File: src/rtl/spr16x4_ctrl_if.sv
`default_nettype none
// ============================================================================
// Module      : spr16x4_ctrl_if
// Description : Bundle of the command channel, response channel and RAM pins
//               of spr16x4_ctrl.
//               slave  = controller side
//               master = fabric / RAM side
//               Command channel : cmd_valid, cmd_ready, cmd_op, cmd_addr,
//                                 cmd_data
//               Response channel: rsp_valid, rsp_ready, rsp_data, rsp_addr
//               RAM pins        : mem_ad, mem_di, mem_wre, mem_do
// Revision    : 1.0  initial release
// ============================================================================
interface spr16x4_ctrl_if;
  logic       cmd_valid;
  logic       cmd_ready;
  logic [1:0] cmd_op;
  logic [3:0] cmd_addr;
  logic [3:0] cmd_data;

  logic       rsp_valid;
  logic       rsp_ready;
  logic [3:0] rsp_data;
  logic [3:0] rsp_addr;

  logic [3:0] mem_ad;
  logic [3:0] mem_di;
  logic       mem_wre;
  logic [3:0] mem_do;

  modport slave (
    input  cmd_valid, cmd_op, cmd_addr, cmd_data, rsp_ready, mem_do,
    output cmd_ready, rsp_valid, rsp_data, rsp_addr, mem_ad, mem_di, mem_wre
  );

  modport master (
    output cmd_valid, cmd_op, cmd_addr, cmd_data, rsp_ready, mem_do,
    input  cmd_ready, rsp_valid, rsp_data, rsp_addr, mem_ad, mem_di, mem_wre
  );
endinterface
`default_nettype wire

File: src/rtl/spr16x4_ctrl.sv
`default_nettype none
// ============================================================================
// Module      : spr16x4_ctrl
// Description : Command-driven initiator for a 16x4 single-port LUT-RAM
//               (synchronous write, asynchronous read). Executes read, write,
//               add (read-modify-write) and clear-all commands and returns
//               one response per command.
// Ports       : ck_i    - clock, all state on rising edge
//               rstn_i  - asynchronous active-low reset
//               bus     - command/response channels and RAM pins (slave)
//               busy_o  - controller not in IDLE
// Parameters  : CLR_ON_RESET - sweep all words to 0 after reset release
//               SAT          - add saturates at 4'hF instead of wrapping
// Revision    : 1.0  initial release
// ============================================================================
module spr16x4_ctrl #(
  parameter bit CLR_ON_RESET = 1'b1,
  parameter bit SAT          = 1'b0
) (
  input  logic              ck_i,
  input  logic              rstn_i,
  spr16x4_ctrl_if.slave     bus,
  output logic              busy_o
);

  typedef enum logic [2:0] {
    ST_INIT = 3'd0,
    ST_IDLE = 3'd1,
    ST_EXEC = 3'd2,
    ST_CLR  = 3'd3,
    ST_RESP = 3'd4
  } state_t;

  localparam state_t     C_RST_STATE = CLR_ON_RESET ? ST_INIT : ST_IDLE;
  localparam logic [1:0] C_OP_READ   = 2'b00;
  localparam logic [1:0] C_OP_WRITE  = 2'b01;
  localparam logic [1:0] C_OP_ADD    = 2'b10;
  localparam logic [1:0] C_OP_CLEAR  = 2'b11;

  state_t     state_q, state_d;
  logic [3:0] cnt_q, cnt_d;
  logic [1:0] op_q, op_d;
  logic [3:0] addr_q, addr_d;
  logic [3:0] data_q, data_d;
  logic       rsp_valid_q, rsp_valid_d;
  logic [3:0] rsp_data_q, rsp_data_d;
  logic [3:0] rsp_addr_q, rsp_addr_d;

  logic [4:0] w_sum;
  logic [3:0] w_add;
  logic [3:0] w_mem_ad;
  logic [3:0] w_mem_di;
  logic       w_wre;

  // --------------------------------------------------------------------------
  // RAM datapath. Purely a function of the registered state; the only
  // combinational input is mem_do feeding the adder during an add.
  // --------------------------------------------------------------------------
  always_comb begin
    w_sum = {1'b0, bus.mem_do} + {1'b0, data_q};
    w_add = (SAT && w_sum[4]) ? 4'hF : w_sum[3:0];
  end

  always_comb begin
    w_mem_ad = addr_q;
    w_mem_di = 4'h0;
    w_wre    = 1'b0;
    case (state_q)
      ST_INIT, ST_CLR: begin
        w_mem_ad = cnt_q;
        w_wre    = 1'b1;
      end
      ST_EXEC: begin
        case (op_q)
          C_OP_WRITE: begin
            w_wre    = 1'b1;
            w_mem_di = data_q;
          end
          C_OP_ADD: begin
            w_wre    = 1'b1;
            w_mem_di = w_add;
          end
          default: ;
        endcase
      end
      default: ;
    endcase
  end

  assign bus.mem_ad  = w_mem_ad;
  assign bus.mem_di  = w_mem_di;
  // INIT is the reset state when clearing on reset, so the write enable is
  // qualified with the reset pin: no write may reach the RAM while reset is
  // held, and it must drop the instant reset asserts mid-sweep.
  assign bus.mem_wre = w_wre & rstn_i;

  assign bus.cmd_ready = (state_q == ST_IDLE);
  assign busy_o        = (state_q != ST_IDLE);
  assign bus.rsp_valid = rsp_valid_q;
  assign bus.rsp_data  = rsp_data_q;
  assign bus.rsp_addr  = rsp_addr_q;

  // --------------------------------------------------------------------------
  // Next-state / control
  // --------------------------------------------------------------------------
  always_comb begin
    state_d     = state_q;
    cnt_d       = cnt_q;
    op_d        = op_q;
    addr_d      = addr_q;
    data_d      = data_q;
    rsp_valid_d = rsp_valid_q;
    rsp_data_d  = rsp_data_q;
    rsp_addr_d  = rsp_addr_q;
    case (state_q)
      ST_INIT: begin
        cnt_d = cnt_q + 4'd1;
        if (cnt_q == 4'hF) begin
          state_d = ST_IDLE;
        end
      end
      ST_IDLE: begin
        if (bus.cmd_valid) begin
          op_d    = bus.cmd_op;
          addr_d  = bus.cmd_addr;
          data_d  = bus.cmd_data;
          cnt_d   = 4'h0;
          state_d = (bus.cmd_op == C_OP_CLEAR) ? ST_CLR : ST_EXEC;
        end
      end
      ST_EXEC: begin
        // Read returns the stored word; write/add return what was written.
        rsp_data_d  = (op_q == C_OP_READ) ? bus.mem_do : w_mem_di;
        rsp_addr_d  = addr_q;
        rsp_valid_d = 1'b1;
        state_d     = ST_RESP;
      end
      ST_CLR: begin
        cnt_d = cnt_q + 4'd1;
        if (cnt_q == 4'hF) begin
          rsp_data_d  = 4'h0;
          rsp_addr_d  = 4'h0;
          rsp_valid_d = 1'b1;
          state_d     = ST_RESP;
        end
      end
      ST_RESP: begin
        if (bus.rsp_ready) begin
          rsp_valid_d = 1'b0;
          state_d     = ST_IDLE;
        end
      end
      default: begin
        state_d = C_RST_STATE;
      end
    endcase
  end

  always_ff @(posedge ck_i or negedge rstn_i) begin
    if (!rstn_i) begin
      state_q     <= C_RST_STATE;
      cnt_q       <= 4'h0;
      op_q        <= 2'b00;
      addr_q      <= 4'h0;
      data_q      <= 4'h0;
      rsp_valid_q <= 1'b0;
      rsp_data_q  <= 4'h0;
      rsp_addr_q  <= 4'h0;
    end else begin
      state_q     <= state_d;
      cnt_q       <= cnt_d;
      op_q        <= op_d;
      addr_q      <= addr_d;
      data_q      <= data_d;
      rsp_valid_q <= rsp_valid_d;
      rsp_data_q  <= rsp_data_d;
      rsp_addr_q  <= rsp_addr_d;
    end
  end

endmodule
`default_nettype wire

File: src/flat_wrapper.sv
// flat-port wrapper written by rule: the top's interface ports become plain ports
module spr16x4_ctrl_flat 
#(
  parameter bit CLR_ON_RESET = 1'b1,
  parameter bit SAT          = 1'b0
)
  (ck_i, rstn_i, busy_o, bus_cmd_valid, bus_cmd_op, bus_cmd_addr, bus_cmd_data, bus_rsp_ready, bus_mem_do, bus_cmd_ready, bus_rsp_valid, bus_rsp_data, bus_rsp_addr, bus_mem_ad, bus_mem_di, bus_mem_wre);
  spr16x4_ctrl_if bus_i ();
  input  logic ck_i;
  input  logic rstn_i;
  output logic busy_o;
  input wire logic [$bits(bus_i.cmd_valid)-1:0] bus_cmd_valid;
  input wire logic [$bits(bus_i.cmd_op)-1:0] bus_cmd_op;
  input wire logic [$bits(bus_i.cmd_addr)-1:0] bus_cmd_addr;
  input wire logic [$bits(bus_i.cmd_data)-1:0] bus_cmd_data;
  input wire logic [$bits(bus_i.rsp_ready)-1:0] bus_rsp_ready;
  input wire logic [$bits(bus_i.mem_do)-1:0] bus_mem_do;
  output wire logic [$bits(bus_i.cmd_ready)-1:0] bus_cmd_ready;
  output wire logic [$bits(bus_i.rsp_valid)-1:0] bus_rsp_valid;
  output wire logic [$bits(bus_i.rsp_data)-1:0] bus_rsp_data;
  output wire logic [$bits(bus_i.rsp_addr)-1:0] bus_rsp_addr;
  output wire logic [$bits(bus_i.mem_ad)-1:0] bus_mem_ad;
  output wire logic [$bits(bus_i.mem_di)-1:0] bus_mem_di;
  output wire logic [$bits(bus_i.mem_wre)-1:0] bus_mem_wre;
  assign bus_i.cmd_valid = bus_cmd_valid;
  assign bus_i.cmd_op = bus_cmd_op;
  assign bus_i.cmd_addr = bus_cmd_addr;
  assign bus_i.cmd_data = bus_cmd_data;
  assign bus_i.rsp_ready = bus_rsp_ready;
  assign bus_i.mem_do = bus_mem_do;
  assign bus_cmd_ready = bus_i.cmd_ready;
  assign bus_rsp_valid = bus_i.rsp_valid;
  assign bus_rsp_data = bus_i.rsp_data;
  assign bus_rsp_addr = bus_i.rsp_addr;
  assign bus_mem_ad = bus_i.mem_ad;
  assign bus_mem_di = bus_i.mem_di;
  assign bus_mem_wre = bus_i.mem_wre;
  spr16x4_ctrl #(.CLR_ON_RESET(CLR_ON_RESET), .SAT(SAT)) u_core (.ck_i(ck_i), .rstn_i(rstn_i), .bus(bus_i), .busy_o(busy_o));
endmodule
File: config.mk
export PLATFORM = sky130hd
export DESIGN_NAME = spr16x4_ctrl_flat
export DESIGN_NICKNAME = d
export VERILOG_FILES = /design/src/rtl/spr16x4_ctrl_if.sv /design/src/rtl/spr16x4_ctrl.sv /design/src/flat_wrapper.sv
export SDC_FILE = /design/constraint.sdc
export NUM_CORES = 1
export LEC_CHECK = 0
export CAP_MARGIN = 30
export CORE_MARGIN = 2
export CORE_UTILIZATION = 48
export DETAILED_ROUTE_END_ITERATION = 12
export HOLD_SLACK_MARGIN = 0.05
export PLACE_DENSITY_LB_ADDON = 0.08
export SKIP_CTS_REPAIR_TIMING = 1
export SLEW_MARGIN = 20
export SYNTH_ARGS = -nofsm -noshare
export SYNTH_HDL_FRONTEND = slang
export SYNTH_SLANG_ARGS = --single-unit
File: constraint.sdc
create_clock -name ck_i -period 2.35 [get_ports ck_i]
set_clock_uncertainty 0.1 [all_clocks]
set_input_delay 0.47 -clock ck_i [delete_from_list [all_inputs] [get_ports ck_i]]
set_output_delay 0.47 -clock ck_i [all_outputs]
set_load 0.005 [all_outputs]
Word-level counts from Yosys, hierarchy flattened
Cells that the tools add are included. W data, S select, Z words.

Add/sub/neg operators: 2. Equality and inequality tests: 13. Mux-type cells: 20. Bitwise gates (word level): 1. Reductions and logical operators: 12.

Operators with widths (count): $pmux W4 S2 (4); $mux W4 (5); $pmux W3 S5 (1); $mux W3 (4); $eq A3 B2 Y1 const B (2); $reduce_and A2 Y1 (3); $add A4 B1 Y4 const B (1); $add A4 B4 Y4 (1); $eq A2 B2 Y1 const B (2); $eq A4 B4 Y1 const B (1); $mux W1 (4); $ne A2 B1 Y1 const B (2); $ne A2 B2 Y1 const B (2); $reduce_and A4 Y1 (1); $reduce_bool A2 Y1 (2); $reduce_or A2 Y1 (2); $eq A3 B1 Y1 const B (1); $eq A3 B3 Y1 const B (1); $logic_not A3 Y1 (1); $ne A3 B1 Y1 const B (1); $pmux W1 S3 (1); $reduce_and A3 Y1 (1); $reduce_bool A3 Y1 (1); $eq A2 B1 Y1 const B (1); other kinds (3) (3).

Bits in registers: 26. Bits of input ports: 18. Output and inout bits: 20. Logic and storage cells: 56.

Longest topological paths before layout
Gate-level depths: netlist of the first run.

Depth after elaboration: 5. Gate-level depth with buffers: 7. Gate-level depth less buffers: 6.

Worst setup path after synthesis of the first run
No wires, ideal clock.

Path kind: input to output. From: in bus_mem_do[1]. To: out bus_mem_di[3]. Data arrival time: 1.520 ns. Required time: 1.780 ns. Path slack: 0.260 ns. Stages on the path: 5. Buffers on the path: 0. Cell sequence: ha_1 a21o_1 a21oi_1 mux2_2 a21oi_1.

Longest elaborated chain between the ends: 3.

RTL lines: start, declared (RTL line flat_wrapper.sv:17) `input wire logic [$bits(bus_i.mem_do)-1:0] bus_mem_do;`; $add A4 B4 Y4 (RTL line spr16x4_ctrl.sv:60) `w_sum = {1'b0, bus.mem_do} + {1'b0, data_q};`; $pmux W4 S2 (RTL line spr16x4_ctrl.sv:74) `case (op_q)`; $mux W4 (RTL line spr16x4_ctrl.sv:68) `case (state_q)`; end, declared (RTL line flat_wrapper.sv:23) `output wire logic [$bits(bus_i.mem_di)-1:0] bus_mem_di;`.

Every way passes these cells.

Worst setup path after layout of the first run
From: reg u_core.data_q[1]. To: out bus_mem_di[3].

Longest elaborated chain between the ends: 3.

RTL lines: start, declared (RTL line spr16x4_ctrl.sv:44) `logic [3:0] data_q, data_d;`; start signal, assigned (RTL line spr16x4_ctrl.sv:174) `data_q <= data_d;`; $add A4 B4 Y4 (RTL line spr16x4_ctrl.sv:60); $pmux W4 S2 (RTL line spr16x4_ctrl.sv:74); $mux W4 (RTL line spr16x4_ctrl.sv:68).

Every way passes these cells.

==> flow_metrics.py, run 1 <==
metrics = {
    "worst_hold_path": {
        "hold_class": "in -> reg",
        "worstHoldStart": "bus_mem_do[0]",
    },
    "cts": {
        "cts_tree": "done",
        "ctsHtreeMaxLevel": 1,
        "cts_buffer_depth": 2,
        "cts.sinks": 26,
        "path_clk_slew_ps": 130,
        "numCtsBuffers": 3,
        "clk_latency_ps": 310,
        "cts_root_buffer": "clkbuf_4",
    },
    "die": {
        "core_area_um2": 3003,
        "die_area_um2": 3541,
        "die_w_um": 59.51,
        "io_pins": 38,
        "start_util": 0.4925,
        "num_rows": 20,
        "die_h_um": 59.51,
    },
    "worst_setup_path": {
        "crit_chain": "ha_1, a21o_1, a21oi_2, mux2_4, a21oi_2, buf_2",
        "cp_max_fo": 2,
        "crit_top_cell": "a21oi_2",
        "cpPeakStageDelay_ps": 400,
        "endpoint": "bus_mem_di[3]",
        "r2r-start": "u_core.data_q[0]",
        "critPathRequiredTime_ps": 1780,
        "crit_family": "compound AO/OA/AOI/OAI gates",
        "slowest_stage": "dfrtp_1",
        "cp-start-kind": "flop",
        "critical_path_class": "reg -> out",
        "cp.depth": 6,
        "r2r_cells": 8,
        "r2r_slack_ps": 410,
        "crit_arrival_ps": 1860,
        "cp-startpoint": "u_core.data_q[1]",
        "r2r_end": "u_core.bus.rsp_data[2]",
        "cp-end-kind": "primary output",
        "cp.buffers_inverters": 1,
    },
    "place": {
        "hpwl_um": 2540,
        "io_buffers": 37,
        "gp_congestion": 0.8219,
        "dpl.cell_count": 225,
    },
    "power": {
        "p_leak_uw": 0.001055,
        "ir_drop_mv": 0.5898,
        "power_density_nw_per_um2": 1221,
    },
    "detailed_routing": {
        "wl_per_cell_um": 14.67,
        "drt_iter0_drc": 55,
        "drc": 0,
        "viasPerCell": 5.496,
        "detail-route-antenna-nets": 0,
        "first_pass_iters": 4,
        "num_vias": 1330,
        "routed_wl_um": 3551,
    },
    "final_layout": {
        "fill_cells": 226,
        "layout_common_cells": "26 x buf_4, 25 x clkdlybuf4s50_1, 25 x dfrtp_1",
        "fin_cells": 242,
        "area_growth_pct": 46.62,
        "drive_gt1_frac": 0.3254,
        "antennaDiodeCount": 0,
        "mostFrequentLayoutCell": "buf_4",
        "nets": 237,
    },
    "global_route": {
        "grt.overflow.total": 0,
        "grt_pass1_wl_um": 5506,
        "grt_pass1_vias": 1223,
        "antenna_found_initial": 0,
        "grt_usage": 0.2073,
        "grt_max_degree": 27,
    },
    "timing": {
        "holdWs_ps": 346.1,
        "finalWorstSetupSlack_ps": -79.29,
        "slew-limit-headroom": 0.7535,
        "report.final.hold_viol_count": 0,
        "tns_ps": -79.29,
        "period_needed_ps": 2429,
        "fin_crit_sh": 1.034,
        "fmax_mhz": 411.6,
        "worst_slew_pin_slew_ps": 369.8,
        "rsz0062_at_grt": "true",
        "drv_slew": 0,
        "setup_viol": 1,
    },
    "synthesis": {
        "synthMuxAreaShare": 0.09898,
        "synth_xor_area_frac": 0.01184,
        "synth_compound_area_frac": 0.1810,
        "synth_warnings": 0,
        "syn_area_um2": 1479,
        "ys_seq_area_frac": 0.4399,
        "yosys.area_share.simple": 0.1633,
        "synth_area_per_cell_um2": 10.13,
        "synth_top_family_by_area": "compound AO/OA/AOI/OAI gates",
        "synth_nets": 172,
        "netlist_instances": 146,
        "synth_cell_types": 37,
        "synth_fa_ha_area_frac": 0.07276,
        "synth_seq_cells": 26,
    },
    "run_status": {
        "failed_checks": "setup timing",
        "outcome": "finished, violations left",
    },
    "run": {
        "drv_cap": 0,
    },
}
how the worst min path moves through the flow:
stage	to	cells past startpoint	slack, ps
after floorplan	u_core.addr_q[0]	0	70
after global placement	u_core.bus.rsp_data[0]	2	370
after detailed placement	u_core.bus.rsp_data[0]	2	380
after CTS	u_core.bus.rsp_data[0]	2	410
after global routing	u_core.bus.rsp_data[0]	3	370
final	u_core.bus.rsp_data[0]	3	350
area by class of cell:
class / instances / area (um^2) / area share
inverters: 5 / 21.27 / 0.009810
clock buffers: 3 / 22.52 / 0.01039
flip-flops and latches: 26 / 651.9 / 0.3006
multi-input cells: 109 / 847.1 / 0.3907
repair buffers: 66 / 584.3 / 0.2695
well taps: 33 / 41.29 / 0.01904
Yosys cell counts (all sizes together):
cell    count  area [um^2]
dfrtp      26        650.6
mux2       13        146.4
a21boi      1        7.510
ha          7        87.58
a31oi       3        18.77
xnor2       1        8.760
nand2b      4        25.02
or2         1        6.260
o21a        1        7.510
xor2        1        8.760
a32o        1        10.01
nor2b       4        25.02
clkbuf      2        7.510
a211o       2        17.52
nand3       7        35.03
o22ai       2        12.51
o31ai       1        7.510
and4b       1        10.01
or2b        1        7.510
fa          1        20.02
a211oi      1        7.510
a22oi       3        22.52
or3         2        12.51
nor3b       1        18.77
nand2      18        75.07
o21ai       7        35.03
nor2        7        26.28
inv         5        18.77
a31o        1        8.760
buf         4        21.27
a21oi       9        45.04
a32oi       1        8.760
a21o        2        15.01
a22o        5        43.79
where the power goes:
part / internal [uW] / leakage (uW) / switching [uW]
sequential: 653 / 0.000323 / 171
combinational: 968 / 0.000717 / 672
clock: 60.0 / 0.0000138 / 124
layer usage:
layer / track usage / wire length (um) / up-vias
met2: 0.3626 / 1865 / 36
met4: 0.05714 / 27 / 0
met1: 0.2687 / 1500 / 638
met3: 0.02620 / 157 / 4
met5: 0 / 0 / -
li1: - / - / 652
tightest hold or removal path, cell delays in order:
cell and delay, ps:
dlymetal6s2s_1 110, nand3_1 80, nand3_1 80
metrics by stage:
stage,setup slack (ps),instance area (um^2),total power [uW],util
global placement,-719.3,1974,2187,0.6575
detailed placement,-767.4,1974,2232,0.6575
CTS,-781.6,1997,2429,0.6650
floorplan,259.7,1479,1595,-
finish,-79.29,2168,2648,0.7221
global route,-156.7,2168,2863,0.7221
sequential cells by signal, summed over array words and instances, names as in the netlist:
register	flops
u_core.bus.rsp_addr	4
u_core.bus.rsp_valid	1
u_core.bus.rsp_data	4
u_core.addr_q	4
u_core.cnt_q	4
u_core.state_q	3
u_core.op_q	2
u_core.data_q	4
kinds of logic (layout without fill, tap and decap cells):
logic type	count (synthesis)	after routing
AND/OR/NAND/NOR	46	46
AO/OA/AOI/OAI	40	40
adder cells (fa/ha/maj)	8	8
flip-flops	26	26
XOR/XNOR	2	2
buffers and inverters	11	74
multiplexers	13	13
Power figures use the tool's default switching activity.
==> inputs of run 2 (changes only) <==
Settings changed: CAP_MARGIN 30 to not set.
==> results of run 2 <==
Same layout as run 1: the final DEF is identical, and so are final timing and power.
==> inputs of run 3 (changes only) <==
Settings changed: PLACE_DENSITY_LB_ADDON 0.08 to 0.2.
==> run 3 against run 2 <==
Die area is the same. The run still ends with setup timing left. Clock-buffer cell count grew 1. Total power grew 3.6%.
==> flow_metrics.py, run 3 (synthesis gave the netlist of run 1 again) <==
metrics = {
    "cts": {
        "cts_buffer_depth": 2,
        "cts_root_buffer": "clkbuf_4",
        "cts_tree": "done",
        "clk_latency_ps": 330,
        "cts.sinks": 26,
        "path_clk_slew_ps": 150,
        "ctsHtreeMaxLevel": 1,
        "numCtsBuffers": 3,
    },
    "global_route": {
        "grt_usage": 0.2305,
        "grt.overflow.total": 0,
        "grt_pass1_wl_um": 6161,
        "grt_max_degree": 27,
        "antenna_found_initial": 0,
        "grt_pass1_vias": 1312,
    },
    "detailed_routing": {
        "wl_per_cell_um": 17.06,
        "first_pass_iters": 4,
        "viasPerCell": 5.726,
        "drt_iter0_drc": 65,
        "routed_wl_um": 4111,
        "detail-route-antenna-nets": 0,
        "drc": 0,
        "num_vias": 1380,
    },
    "run_status": {
        "outcome": "finished, violations left",
        "failed_checks": "setup timing",
    },
    "worst_setup_path": {
        "r2r-start": "u_core.data_q[0]",
        "cp-end-kind": "primary output",
        "cp-start-kind": "flop",
        "cp_max_fo": 2,
        "critical_path_class": "reg -> out",
        "endpoint": "bus_mem_di[3]",
        "r2r_end": "u_core.bus.rsp_data[2]",
        "r2r_cells": 8,
        "cp-startpoint": "u_core.data_q[1]",
        "r2r_slack_ps": 340,
        "critPathRequiredTime_ps": 1780,
        "crit_arrival_ps": 1890,
    },
    "place": {
        "hpwl_um": 2818,
        "gp_congestion": 0.8410,
        "dpl.cell_count": 224,
        "io_buffers": 37,
    },
    "timing": {
        "setup_viol": 4,
        "drv_slew": 0,
        "fmax_mhz": 406.2,
        "holdWs_ps": 329.6,
        "finalWorstSetupSlack_ps": -111.9,
        "rsz0062_at_grt": "true",
        "tns_ps": -299.6,
        "period_needed_ps": 2462,
        "slew-limit-headroom": 0.7276,
        "fin_crit_sh": 1.048,
        "report.final.hold_viol_count": 0,
        "worst_slew_pin_slew_ps": 408.6,
    },
    "worst_hold_path": {
        "hold_class": "in -> reg",
    },
    "die": {
        "num_rows": 20,
        "die_h_um": 59.51,
        "die_w_um": 59.51,
        "io_pins": 38,
        "core_area_um2": 3003,
        "start_util": 0.4925,
        "die_area_um2": 3541,
    },
    "power": {
        "ir_drop_mv": 0.6162,
        "power_density_nw_per_um2": 1255,
        "p_int_uw": 1695,
        "seq_power_share": 0.309,
        "p_leak_uw": 0.001045,
        "switching_share": 0.3819,
        "comb_power_share": 0.604,
        "clock_power_share": 0.086,
        "p_switching_uw": 1047,
    },
    "final_layout": {
        "nets": 235,
        "drive_gt1_frac": 0.3462,
        "layout_common_cells": "25 x dfrtp_1, 24 x clkdlybuf4s50_1, 21 x buf_4",
        "antennaDiodeCount": 0,
        "area_growth_pct": 47.80,
        "fin_cells": 241,
        "mostFrequentLayoutCell": "dfrtp_1",
    },
    "run": {
        "drv_cap": 0,
    },
}
[run 3: power groups by stage]
stage	registers [uW]	logic, uW	clock network, uW
final	848	1660	236
after global routing	873	1800	256
after CTS	830	1410	238
after detailed placement	836	1410	0
after global placement	824	1350	0
after floorplan	810	785	0
[run 3: worst min path at each step]
stage | slack, ps | cells after the start | start | to
after floorplan | 70 | 0 | rstn_i | u_core.addr_q[0]
after global placement | 380 | 2 | u_core.bus.rsp_data[0] | u_core.bus.rsp_data[0]
after detailed placement | 390 | 2 | u_core.bus.rsp_data[2] | u_core.bus.rsp_data[2]
after CTS | 430 | 2 | u_core.bus.rsp_data[2] | u_core.bus.rsp_data[2]
after global routing | 360 | 3 | bus_mem_do[0] | u_core.bus.rsp_data[0]
final | 330 | 3 | bus_mem_do[0] | u_core.bus.rsp_data[0]
[run 3: area by class of cell]
| cell class | count | area, um^2 |
|---|---|---|
| Timing Repair Buffer | 64 | 574.3 |
| Multi-Input combinational cell | 109 | 863.3 |
| Inverter | 5 | 18.77 |
| Clock buffer | 4 | 36.28 |
| Fill cell | 231 | 817.0 |
| Tap cell | 33 | 41.29 |
| Sequential cell | 26 | 651.9 |
[run 3: metrics by stage]
| stage | cell area, um^2 | util | power [uW] | worst slack (ps) |
|---|---|---|---|---|
| floorplan | 1479 | - | 1595 | 259.7 |
| global placement | 1967 | 0.6550 | 2172 | -697.2 |
| CTS | 2003 | 0.6671 | 2483 | -705.1 |
| finish | 2186 | 0.7279 | 2742 | -111.9 |
| global route | 2186 | 0.7279 | 2933 | -190.3 |
| detailed placement | 1967 | 0.6550 | 2244 | -696.8 |
[run 3: metal layers]
layer	vias up	global-route usage	part of all wire
met3	8	0.02838	0.031
met1	678	0.2999	0.43
li1	656	-	-
met5	-	0	0
met2	38	0.3940	0.52
met4	0	0.07937	0.017
[run 3: critical path, stage by stage, from the launching register on]
cell      delay (ps)
dfrtp_1          430
ha_1             300
a21o_1           160
a21oi_2          140
mux2_4           320
a21oi_2          110
clkbuf_2         110
